[config.mk]
export PLATFORM = sky130hd
export DESIGN_NAME = sp_data_ctrl_gen_flat
export DESIGN_NICKNAME = d
export VERILOG_FILES = /design/src/rtl/sp_data_ctrl_gen_pkg.sv /design/src/rtl/sp_data_ctrl_gen_if.sv /design/src/rtl/sp_chan_shift.sv /design/src/rtl/sp_data_ctrl_gen.sv /design/src/flat_wrapper.sv
export SDC_FILE = /design/constraint.sdc
export NUM_CORES = 1
export LEC_CHECK = 0
export BUFFER_PORTS_ARGS = -buffer_cell sky130_fd_sc_hd__buf_2
export CORE_ASPECT_RATIO = 0.6
export CORE_MARGIN = 2
export CORE_UTILIZATION = 45
export DETAILED_ROUTE_END_ITERATION = 10
export PLACE_DENSITY = 0.61
export RECOVER_POWER = 50
export SLEW_MARGIN = 10
export SYNTH_ARGS = -nofsm -noshare
export SYNTH_HDL_FRONTEND = slang
export SYNTH_SLANG_ARGS = --single-unit
[constraint.sdc]
create_clock -name clk -period 4.1 [get_ports clk]
set_input_delay 0.41 -clock clk [delete_from_list [all_inputs] [get_ports clk]]
set_output_delay 0.41 -clock clk [all_outputs]
set_load 0.05 [all_outputs]
[src/rtl/sp_data_ctrl_gen_pkg.sv]
// Shared types and mode codes for the printhead SP-data controller.
// Modes pick what each channel drives while a print cycle is shifting.
package sp_data_pkg;

  localparam logic [7:0] MODE_ZERO  = 8'h00;
  localparam logic [7:0] MODE_ONES  = 8'h02;
  localparam logic [7:0] MODE_PRINT = 8'h03;
  localparam logic [7:0] MODE_WALK  = 8'h04;

  typedef enum logic {
    ST_IDLE,
    ST_SHIFT
  } state_t;

endpackage

[src/rtl/sp_data_ctrl_gen_if.sv]
// Host-side command/status bundle of the SP-data controller.
// master = host register side, slave = controller.
interface sp_data_ctrl_gen_if #(
  parameter int NUM_CH = 16,
  parameter int CMD_W  = 16,
  parameter int ADDR_W = 8
);

  localparam int CW = $clog2(CMD_W);

  logic              sp_start;
  logic              sp_req;
  logic              sp_abort;
  logic [7:0]        data_type;
  logic              wr_en;
  logic [ADDR_W-1:0] wr_addr;
  logic [CMD_W-1:0]  wr_data;
  logic [NUM_CH-1:0] sp_data;
  logic              sp_busy;
  logic              sp_done;
  logic [CW-1:0]     bit_idx;

  modport master (
    output sp_start, sp_req, sp_abort, data_type,
    output wr_en, wr_addr, wr_data,
    input  sp_data, sp_busy, sp_done, bit_idx
  );

  modport slave (
    input  sp_start, sp_req, sp_abort, data_type,
    input  wr_en, wr_addr, wr_data,
    output sp_data, sp_busy, sp_done, bit_idx
  );

endinterface

[src/rtl/sp_chan_shift.sv]
// One serial channel: parallel load of a command word, MSB-first shift.
// load wins over shift when both are asserted.
module sp_chan_shift #(
  parameter int CMD_W = 16
) (
  input  logic             clk,
  input  logic             rstn,
  input  logic             load,
  input  logic             shift,
  input  logic [CMD_W-1:0] din,
  output logic             msb
);

  logic [CMD_W-1:0] sr;

  always_ff @(posedge clk or negedge rstn) begin
    if (!rstn) begin
      sr <= '0;
    end else if (load) begin
      sr <= din;
    end else if (shift) begin
      sr <= {sr[CMD_W-2:0], 1'b0};
    end
  end

  assign msb = sr[CMD_W-1];

endmodule

[src/rtl/sp_data_ctrl_gen.sv]
// SP-data controller: shadow command bank, print-cycle FSM and
// per-channel serial output muxing for the printhead driver pins.
module sp_data_ctrl_gen
  import sp_data_pkg::*;
#(
  parameter int NUM_CH = 16,
  parameter int CMD_W  = 16,
  parameter int ADDR_W = 8
) (
  input  logic clk,
  input  logic rstn,
  sp_data_ctrl_gen_if.slave bus
);

  localparam int CW = $clog2(CMD_W);
  localparam logic [CW-1:0] LAST = CW'(CMD_W - 1);

  state_t            state;
  state_t            state_nx;
  logic [CW-1:0]     cnt;
  logic [7:0]        mode;
  logic              done_q;
  logic              load;
  logic              adv;
  logic              fin;
  logic              clr;
  logic [NUM_CH-1:0] msb;
  logic [NUM_CH-1:0] data;
  logic [CMD_W-1:0]  shadow [NUM_CH];

  always_ff @(posedge clk or negedge rstn) begin
    if (!rstn) state <= ST_IDLE;
    else       state <= state_nx;
  end

  // abort beats start beats req; abort in IDLE also swallows a start
  always_comb begin
    state_nx = state;
    load     = 1'b0;
    adv      = 1'b0;
    fin      = 1'b0;
    clr      = 1'b0;
    if (bus.sp_abort) begin
      state_nx = ST_IDLE;
      clr      = 1'b1;
    end else if (bus.sp_start) begin
      state_nx = ST_SHIFT;
      load     = 1'b1;
      clr      = 1'b1;
    end else if (state == ST_SHIFT && bus.sp_req) begin
      if (cnt == LAST) begin
        state_nx = ST_IDLE;
        fin      = 1'b1;
        clr      = 1'b1;
      end else begin
        adv = 1'b1;
      end
    end
  end

  always_ff @(posedge clk or negedge rstn) begin
    if (!rstn) begin
      cnt    <= '0;
      mode   <= MODE_ZERO;
      done_q <= 1'b0;
    end else begin
      if (clr)      cnt <= '0;
      else if (adv) cnt <= cnt + 1'b1;
      if (load) mode <= bus.data_type;
      done_q <= fin;
    end
  end

  always_ff @(posedge clk or negedge rstn) begin
    if (!rstn) begin
      for (int i = 0; i < NUM_CH; i++) shadow[i] <= '0;
    end else if (bus.wr_en) begin
      for (int i = 0; i < NUM_CH; i++) begin
        if (bus.wr_addr == ADDR_W'(i)) shadow[i] <= bus.wr_data;
      end
    end
  end

  for (genvar g = 0; g < NUM_CH; g++) begin : g_ch
    sp_chan_shift #(.CMD_W(CMD_W)) u_ch (
      .clk   (clk),
      .rstn  (rstn),
      .load  (load),
      .shift (adv),
      .din   (shadow[g]),
      .msb   (msb[g])
    );
  end

  always_comb begin
    data = '0;
    if (state == ST_SHIFT) begin
      for (int c = 0; c < NUM_CH; c++) begin
        unique case (mode)
          MODE_PRINT: data[c] = msb[c];
          MODE_ONES:  data[c] = 1'b1;
          MODE_WALK:  data[c] = (CW'(c % CMD_W) == cnt);
          default:    data[c] = 1'b0;
        endcase
      end
    end
  end

  assign bus.sp_data = data;
  assign bus.sp_busy = (state == ST_SHIFT);
  assign bus.sp_done = done_q;
  assign bus.bit_idx = cnt;

endmodule

[src/flat_wrapper.sv]
// flat-port wrapper written by rule: the top's interface ports become plain ports
module sp_data_ctrl_gen_flat import sp_data_pkg::*;
#(
  parameter int NUM_CH = 16,
  parameter int CMD_W  = 16,
  parameter int ADDR_W = 8
)
  (clk, rstn, bus_sp_start, bus_sp_req, bus_sp_abort, bus_data_type, bus_wr_en, bus_wr_addr, bus_wr_data, bus_sp_data, bus_sp_busy, bus_sp_done, bus_bit_idx);
  sp_data_ctrl_gen_if #(.NUM_CH(NUM_CH), .CMD_W(CMD_W), .ADDR_W(ADDR_W)) bus_i ();
  input  logic clk;
  input  logic rstn;
  input wire logic [$bits(bus_i.sp_start)-1:0] bus_sp_start;
  input wire logic [$bits(bus_i.sp_req)-1:0] bus_sp_req;
  input wire logic [$bits(bus_i.sp_abort)-1:0] bus_sp_abort;
  input wire logic [$bits(bus_i.data_type)-1:0] bus_data_type;
  input wire logic [$bits(bus_i.wr_en)-1:0] bus_wr_en;
  input wire logic [$bits(bus_i.wr_addr)-1:0] bus_wr_addr;
  input wire logic [$bits(bus_i.wr_data)-1:0] bus_wr_data;
  output wire logic [$bits(bus_i.sp_data)-1:0] bus_sp_data;
  output wire logic [$bits(bus_i.sp_busy)-1:0] bus_sp_busy;
  output wire logic [$bits(bus_i.sp_done)-1:0] bus_sp_done;
  output wire logic [$bits(bus_i.bit_idx)-1:0] bus_bit_idx;
  assign bus_i.sp_start = bus_sp_start;
  assign bus_i.sp_req = bus_sp_req;
  assign bus_i.sp_abort = bus_sp_abort;
  assign bus_i.data_type = bus_data_type;
  assign bus_i.wr_en = bus_wr_en;
  assign bus_i.wr_addr = bus_wr_addr;
  assign bus_i.wr_data = bus_wr_data;
  assign bus_sp_data = bus_i.sp_data;
  assign bus_sp_busy = bus_i.sp_busy;
  assign bus_sp_done = bus_i.sp_done;
  assign bus_bit_idx = bus_i.bit_idx;
  sp_data_ctrl_gen #(.NUM_CH(NUM_CH), .CMD_W(CMD_W), .ADDR_W(ADDR_W)) u_core (.clk(clk), .rstn(rstn), .bus(bus_i));
endmodule
==> impl_metrics.csv, run 1 <==
group,metric,value,unit
hold_path,hp-class,"primary input to flip-flop",
yosys,yosysWarnings,0,
setup_path,max_stage_delay,1.47,ns
sta,worst_pin_slew,2.31,ns
hold_path,hold_start,"bus_data_type[7]",
cells_and_area,nets,1626,
floorplanning,design.core.area,50900,um2
yosys,syn_nets,1584,
sta,relSlewSlack,-0.542,
setup_path,critical_path_class,"primary input to flip-flop",
setup_path,ff2ff_setup_slack,1.23,ns
sta,fin_crit,3.57,ns
yosys,ys_top_cells_by_count,"735 x mux2_2, 526 x dfrtp_1, 71 x clkbuf_1, 28 x buf_2, 26 x nand2_1",
setup_path,arrival,4.01,ns
floorplanning,io_pins,60,
sta,setup_viol,0,
floorplanning,fp-row-count,64,
yosys,synth_top_family_by_area,"multiplexers",
pwr,leakage,0.0128,uW
sta,fin_skew,0.0164,ns
run_status,violations,"max-capacitance violations, max-slew violations",
sta,final.setup.tns,0,ns
setup_path,critical-path-slowest-cell,"clkbuf_2",
setup_path,endpoint_kind,"flip-flop",
cells_and_area,n_fill_cell,4354,
setup_path,cp_max_fo,68,
yosys,synth.area.top_cells,"dfrtp_1 57%, mux2_2 36%, clkbuf_1 1.2%",
global_route,antenna_found_initial,6,
placed_design,place_congestion,0.827,
cts,ctsRootBufferMaster,"clkbuf_16",
hold_path,worst_hold_path.endpoint,"u_core.mode[7]",
global_route,grt_use_total,0.190,
drt,vias,12654,
global_route,grt_pass1_vias,13434,
global_route,grt_pass1_wl,80400,um
cells_and_area,area_delta_synth_final,11.2,%
yosys,yosysSeqAreaShare,0.568,
cts,ctsResizeCount,0,
drt,dr.first_iter.drc_count,814,
setup_path,r2r-end,"u_core.g_ch[8].u_ch.sr[8]",
yosys,synth_edf_count,0,
yosys,synth_mux_area_frac,0.358,
yosys,synth_compound_area_frac,0.0173,
yosys,synth_top_area_share,0.568,
global_route,overflow,0,
floorplanning,start_util,0.455,
placed_design,hpwl,29100,um
cts,holdBufCountCts,1,
setup_path,worstPathCellList,"buf_2, nor2b_1, clkbuf_2, mux2_2, mux2_2",
setup_path,crit_path_start_kind,"primary input",
setup_path,cp.buffers_inverters,2,
yosys,synth_fa_ha_area_frac,0.00216,
sta,rsz0062_at_grt,"false",
drt,avgRoutedWirePerCell,21.5,um
cts,post_cts_buffers,0,
cts,clk_latency,0.57,ns
yosys,ys_ff_latch,526,
drt,drc_errors,0,
setup_path,reg2reg_depth,5,
yosys,synth_xor_area_frac,0.000378,
placed_design,io_buffers,59,
cts,clk_transition_reported_paths,0.07,ns
drt,drt-total-wl,49600,um
sta,final_max_slew_viol_count,390,
cells_and_area,drive_gt1_frac,0.559,
setup_path,critPathMostFrequentCell,"mux2_2",
drt,viasPerCell,5.48,
pwr,max-vdd-ir-drop,0.000273,V
yosys,synth.distinct_cells,37,
yosys,synth-async-reset-ratio,1.00,
floorplanning,die_x,297,um
run_status,status,"finished with violations",
cts,cts_tree,"done",
yosys,avgSynthCellArea,15.0,um2
flow_run,drv_cap,6,
yosys,yosysMostFrequentCell,"mux2_2",
yosys,synthCells,1542,
pwr,powerDensity,435,nW/um2
yosys,yosys.area.top_type,"dfrtp_1",
drt,dr.pass1.iters,4,
floorplanning,dieHeight,180,um
yosys,synth_ff_type,"dfrtp_1",
setup_path,worstPathRequired,4.54,ns
cts,cts.sinks,526,
setup_path,reg2reg_from,"u_core.bus.bit_idx[0]",
cts,clock_path_buffers,3,
sta,hold_violations,0,
cts,cts_buffers,49,
sta,period_share,0.871,
setup_path,path_delay_family,"buffers and inverters",
yosys,syn_area,23200,um2
floorplanning,die_area,53400,um2
hold_path,whs_path_depth,3,
global_route,grt_max_degree,122,
sta,hold_slack,0.0363,ns
yosys,synth-simple-area-share,0.0324,
cts,cts.htree.levels,2,
sta,fmax,280,MHz
drt,antenna_left,0,
[through the flow]
step | cells | cell area, um2 | setup WS [ns] | total power [uW] | util
2_1_floorplan | 1542 | 23200 | 1.42 | 6480 | -
3_3_place_gp | 2225 | 24300 | 1.27 | 6860 | 0.477
3_5_place_dp | 2225 | 24300 | 1.23 | 6900 | 0.477
4_1_cts | 2310 | 25800 | 0.831 | 11400 | 0.507
5_1_grt | 2310 | 25700 | 0.364 | 11700 | 0.506
6_report | 2311 | 25800 | 0.529 | 11200 | 0.506
[where the power goes]
group / internal, uW / total [uW] / switching (uW)
Sequential: 5540 / 5730 / 186
Clock: 2490 / 4420 / 1930
Combinational: 530 / 1060 / 529
[kinds of logic after synthesis]
group	Yosys count
adders and majority gates	4
xor gates and xnor gates	1
and+or+nand+nor	105
AOI/OAI and AO/OA	57
muxes	736
buffers and inverters	113
DFF	526
[worst register-to-register path, stage by stage, from the launching register on]
cell	delay, ns
dfrtp_1	0.44
ha_1	0.33
and3_1	0.24
o31ai_4	0.89
buf_12	0.43
mux2_2	0.41
[layer usage]
metal	global-route usage	vias to the layer above	wire (um)
li1	-	5672	-
met1	0.298	6725	25700
met2	0.279	199	21000
met3	0.0295	58	2120
met4	0.0347	0	771
met5	0	-	0
[cell usage in the layout (no fill, tap or decap), drive strengths merged, types with 2 or more instances in the layout]
| cell type | n |
|---|---|
| buf | 83 |
| o211ai | 15 |
| clkinv | 7 |
| bufinv | 2 |
| nor4b | 5 |
| nand2 | 26 |
| o21ai | 3 |
| clkbuf | 87 |
| nor3b | 10 |
| nand4 | 19 |
| clkinvlp | 2 |
| inv | 6 |
| nand4b | 3 |
| nor2b | 2 |
| and3b | 8 |
| dfrtp | 526 |
| nor3 | 3 |
| nor4 | 5 |
| mux2 | 736 |
| a22o | 16 |
| a21oi | 19 |
| nor2 | 4 |
| nand3b | 4 |
| ha | 4 |
| and3 | 4 |
| nand3 | 8 |
[flip-flops by register name, indices dropped and copies added (netlist names)]
register and flops:
u_core.bus.bit_idx 4, u_core.bus.sp_done 1, u_core.shadow 256, u_core.bus.sp_busy 1, u_core.mode 8, u_core.g_ch.u_ch.sr 256
[cell type report]
class                      instances  area [um2]  share of cell area
antenna                            1        2.50           0.0000972
clock buffer                      72        1400              0.0545
clock inverter                    12         123             0.00476
inverter                           5        18.8            0.000729
multi-input combinational        903        9530               0.370
sequential                       526       13200               0.511
tap                              693         867              0.0337
timing repair buffer              99         649              0.0252
[how the worst max path moves through the flow]
stage                     slack [ns]  depth (start not counted)                          to             startpoint
after detailed placement        1.23                          5           u_core.shadow[46]         bus_wr_addr[4]
after global placement          1.27                          5  u_core.g_ch[8].u_ch.sr[15]  u_core.bus.bit_idx[0]
final                           0.53                          5   u_core.g_ch[8].u_ch.sr[2]           bus_sp_abort
after global routing            0.36                          5   u_core.g_ch[8].u_ch.sr[2]           bus_sp_abort
after CTS                       0.83                          5             bus_sp_data[10]         u_core.mode[6]
after floorplan                 1.42                          4              bus_sp_data[0]         u_core.mode[1]
Power figures use the tool's default switching activity.
==> run 2, diff against run 1 <==
CORE_UTILIZATION = 55   (was 45)
PLACE_DENSITY = 0.72   (was 0.61)
==> run 2 against run 1 <==
Worst hold slack better by 0.012 ns. First-iteration DRC count is 15% higher. The run still ends with max-capacitance violations, max-slew violations left. Worst setup slack better by 0.020 ns. Sequential cell count stayed put. Sequential share of layout area is 0.11 points higher. Clock skew is 0.0045 ns higher.
==> impl_metrics.csv, run 2 (same netlist as run 1, synthesis figures left out) <==
group,metric,value,unit
cts,post_cts_buffers,0,
cts,cts_tree,"done",
floorplanning,start_util,0.555,
cells_and_area,fin_util,0.616,
sta,rsz0062_at_grt,"false",
cells_and_area,top_regs,"u_core.g_ch.u_ch.sr (256), u_core.shadow (256), u_core.mode (8)",
drt,drt-total-wl,47100,um
drt,drc_errors,0,
floorplanning,dieHeight,163,um
floorplanning,die_area,43800,um2
setup_path,worstPathRequired,3.69,ns
floorplanning,design.core.area,41700,um2
cts,holdBufCountCts,1,
setup_path,arrival,3.14,ns
global_route,grt_max_degree,122,
floorplanning,die_x,269,um
cells_and_area,area_delta_synth_final,10.9,%
placed_design,hpwl,27600,um
setup_path,path_delay_family,"compound AO/OA/AOI/OAI gates",
sta,fin_crit,3.55,ns
setup_path,worstPathCellList,"nor2_1, o2111ai_1, a21oi_1, buf_2",
run_status,status,"finished with violations",
cells_and_area,drive_gt1_frac,0.564,
cts,cts.htree.levels,2,
cts,clock_path_buffers,3,
sta,final.setup.tns,0,ns
cts,cts_buffers,48,
sta,period_share,0.866,
global_route,grt_pass1_wl,76900,um
sta,fmax,282,MHz
setup_path,critical-path-slowest-cell,"nor2_1",
placed_design,placed_cells,2102,
global_route,antenna_found_initial,0,
placed_design,io_buffers,59,
global_route,overflow,0,
cts,clk_latency,0.57,ns
setup_path,cp_max_fo,17,
pwr,leakage,0.0128,uW
cells_and_area,final_cell_mix,"735 x mux2_2, 526 x dfrtp_1, 55 x buf_2",
cts,cts.sinks,526,
drt,antenna_left,0,
setup_path,critical_path_class,"flip-flop to output port",
hold_path,hp-class,"primary input to flip-flop",
sta,setup_viol,0,
drt,dr.pass1.iters,6,
setup_path,max_stage_delay,0.73,ns
drt,vias,12602,
sta,fin_skew,0.0209,ns
sta,hold_violations,0,
flow_run,drv_cap,2,
cells_and_area,nets,1625,
pwr,max-vdd-ir-drop,0.000257,V
drt,avgRoutedWirePerCell,21.5,um
sta,layout_setup_ws,0.549,ns
setup_path,crit_path_start_kind,"flip-flop",
sta,worst_pin_slew,3.21,ns
drt,dr.first_iter.drc_count,939,
placed_design,place_congestion,0.880,
setup_path,cp.buffers_inverters,1,
sta,final_max_slew_viol_count,161,
drt,viasPerCell,5.75,
pwr,powerDensity,436,nW/um2
run_status,violations,"max-capacitance violations, max-slew violations",
cts,clk_transition_reported_paths,0.07,ns
sta,relSlewSlack,-1.14,
global_route,grt_use_total,0.226,
cts,ctsResizeCount,0,
sta,hold_slack,0.0484,ns
setup_path,endpoint_kind,"output port",
cells_and_area,instances_no_fill,2193,
floorplanning,io_pins,60,
cells_and_area,final_common_cell,"mux2_2",
cts,ctsRootBufferMaster,"clkbuf_16",
global_route,grt_pass1_vias,13339,
floorplanning,fp-row-count,58,
placed_design,preCtsSetupSlack,1.21,ns
==> run 2: tightest hold or removal path: stages <==
cell and delay, ns:
buf_2 0.07, nand2_1 0.04, nand2_1 0.05
==> run 2: per-stage QoR <==
stage / total power [uW] / instance area, um2
after floorplan: 6480 / 23200
after global placement: 6830 / 24200
after detailed placement: 6890 / 24200
after CTS: 11300 / 25700
after global routing: 11700 / 25700
final: 11200 / 25700
==> run 2: final timing paths <==
path,startpoint,to,slack [ns],cells after the start
worst min-delay path,bus_data_type[4],u_core.mode[4],0.05,3
worst min register to register,u_core.shadow[25],u_core.shadow[25],0.49,1
worst max register to register,u_core.bus.bit_idx[0],u_core.g_ch[15].u_ch.sr[9],1.33,5
worst max-delay path,u_core.mode[3],bus_sp_data[9],0.55,4
max in group asynchronous,rstn,u_core.g_ch[10].u_ch.sr[10],0.77,2
min in group asynchronous,rstn,u_core.shadow[170],1.44,2
==> run 2: power by group <==
part	internal, uW	switching, uW
logic	536	524
clock network	2520	1890
registers	5540	186
==> run 2: layout make-up <==
class	instances	area (um2)
inverters	5	18.8
fillers	3152	16000
multi-input cells	903	9520
clock inverters	11	66.3
repair buffers	99	698
diodes	2	5.00
clock buffers	77	1510
flip-flops and latches	526	13200
well taps	570	713
==> run 2: metal layers <==
metal | up-vias | global-route usage | part of all wire
li1 | 5700 | - | -
met1 | 6636 | 0.346 | 0.51
met2 | 205 | 0.339 | 0.43
met3 | 61 | 0.0363 | 0.038
met4 | 0 | 0.0490 | 0.016
met5 | - | 0 | 0
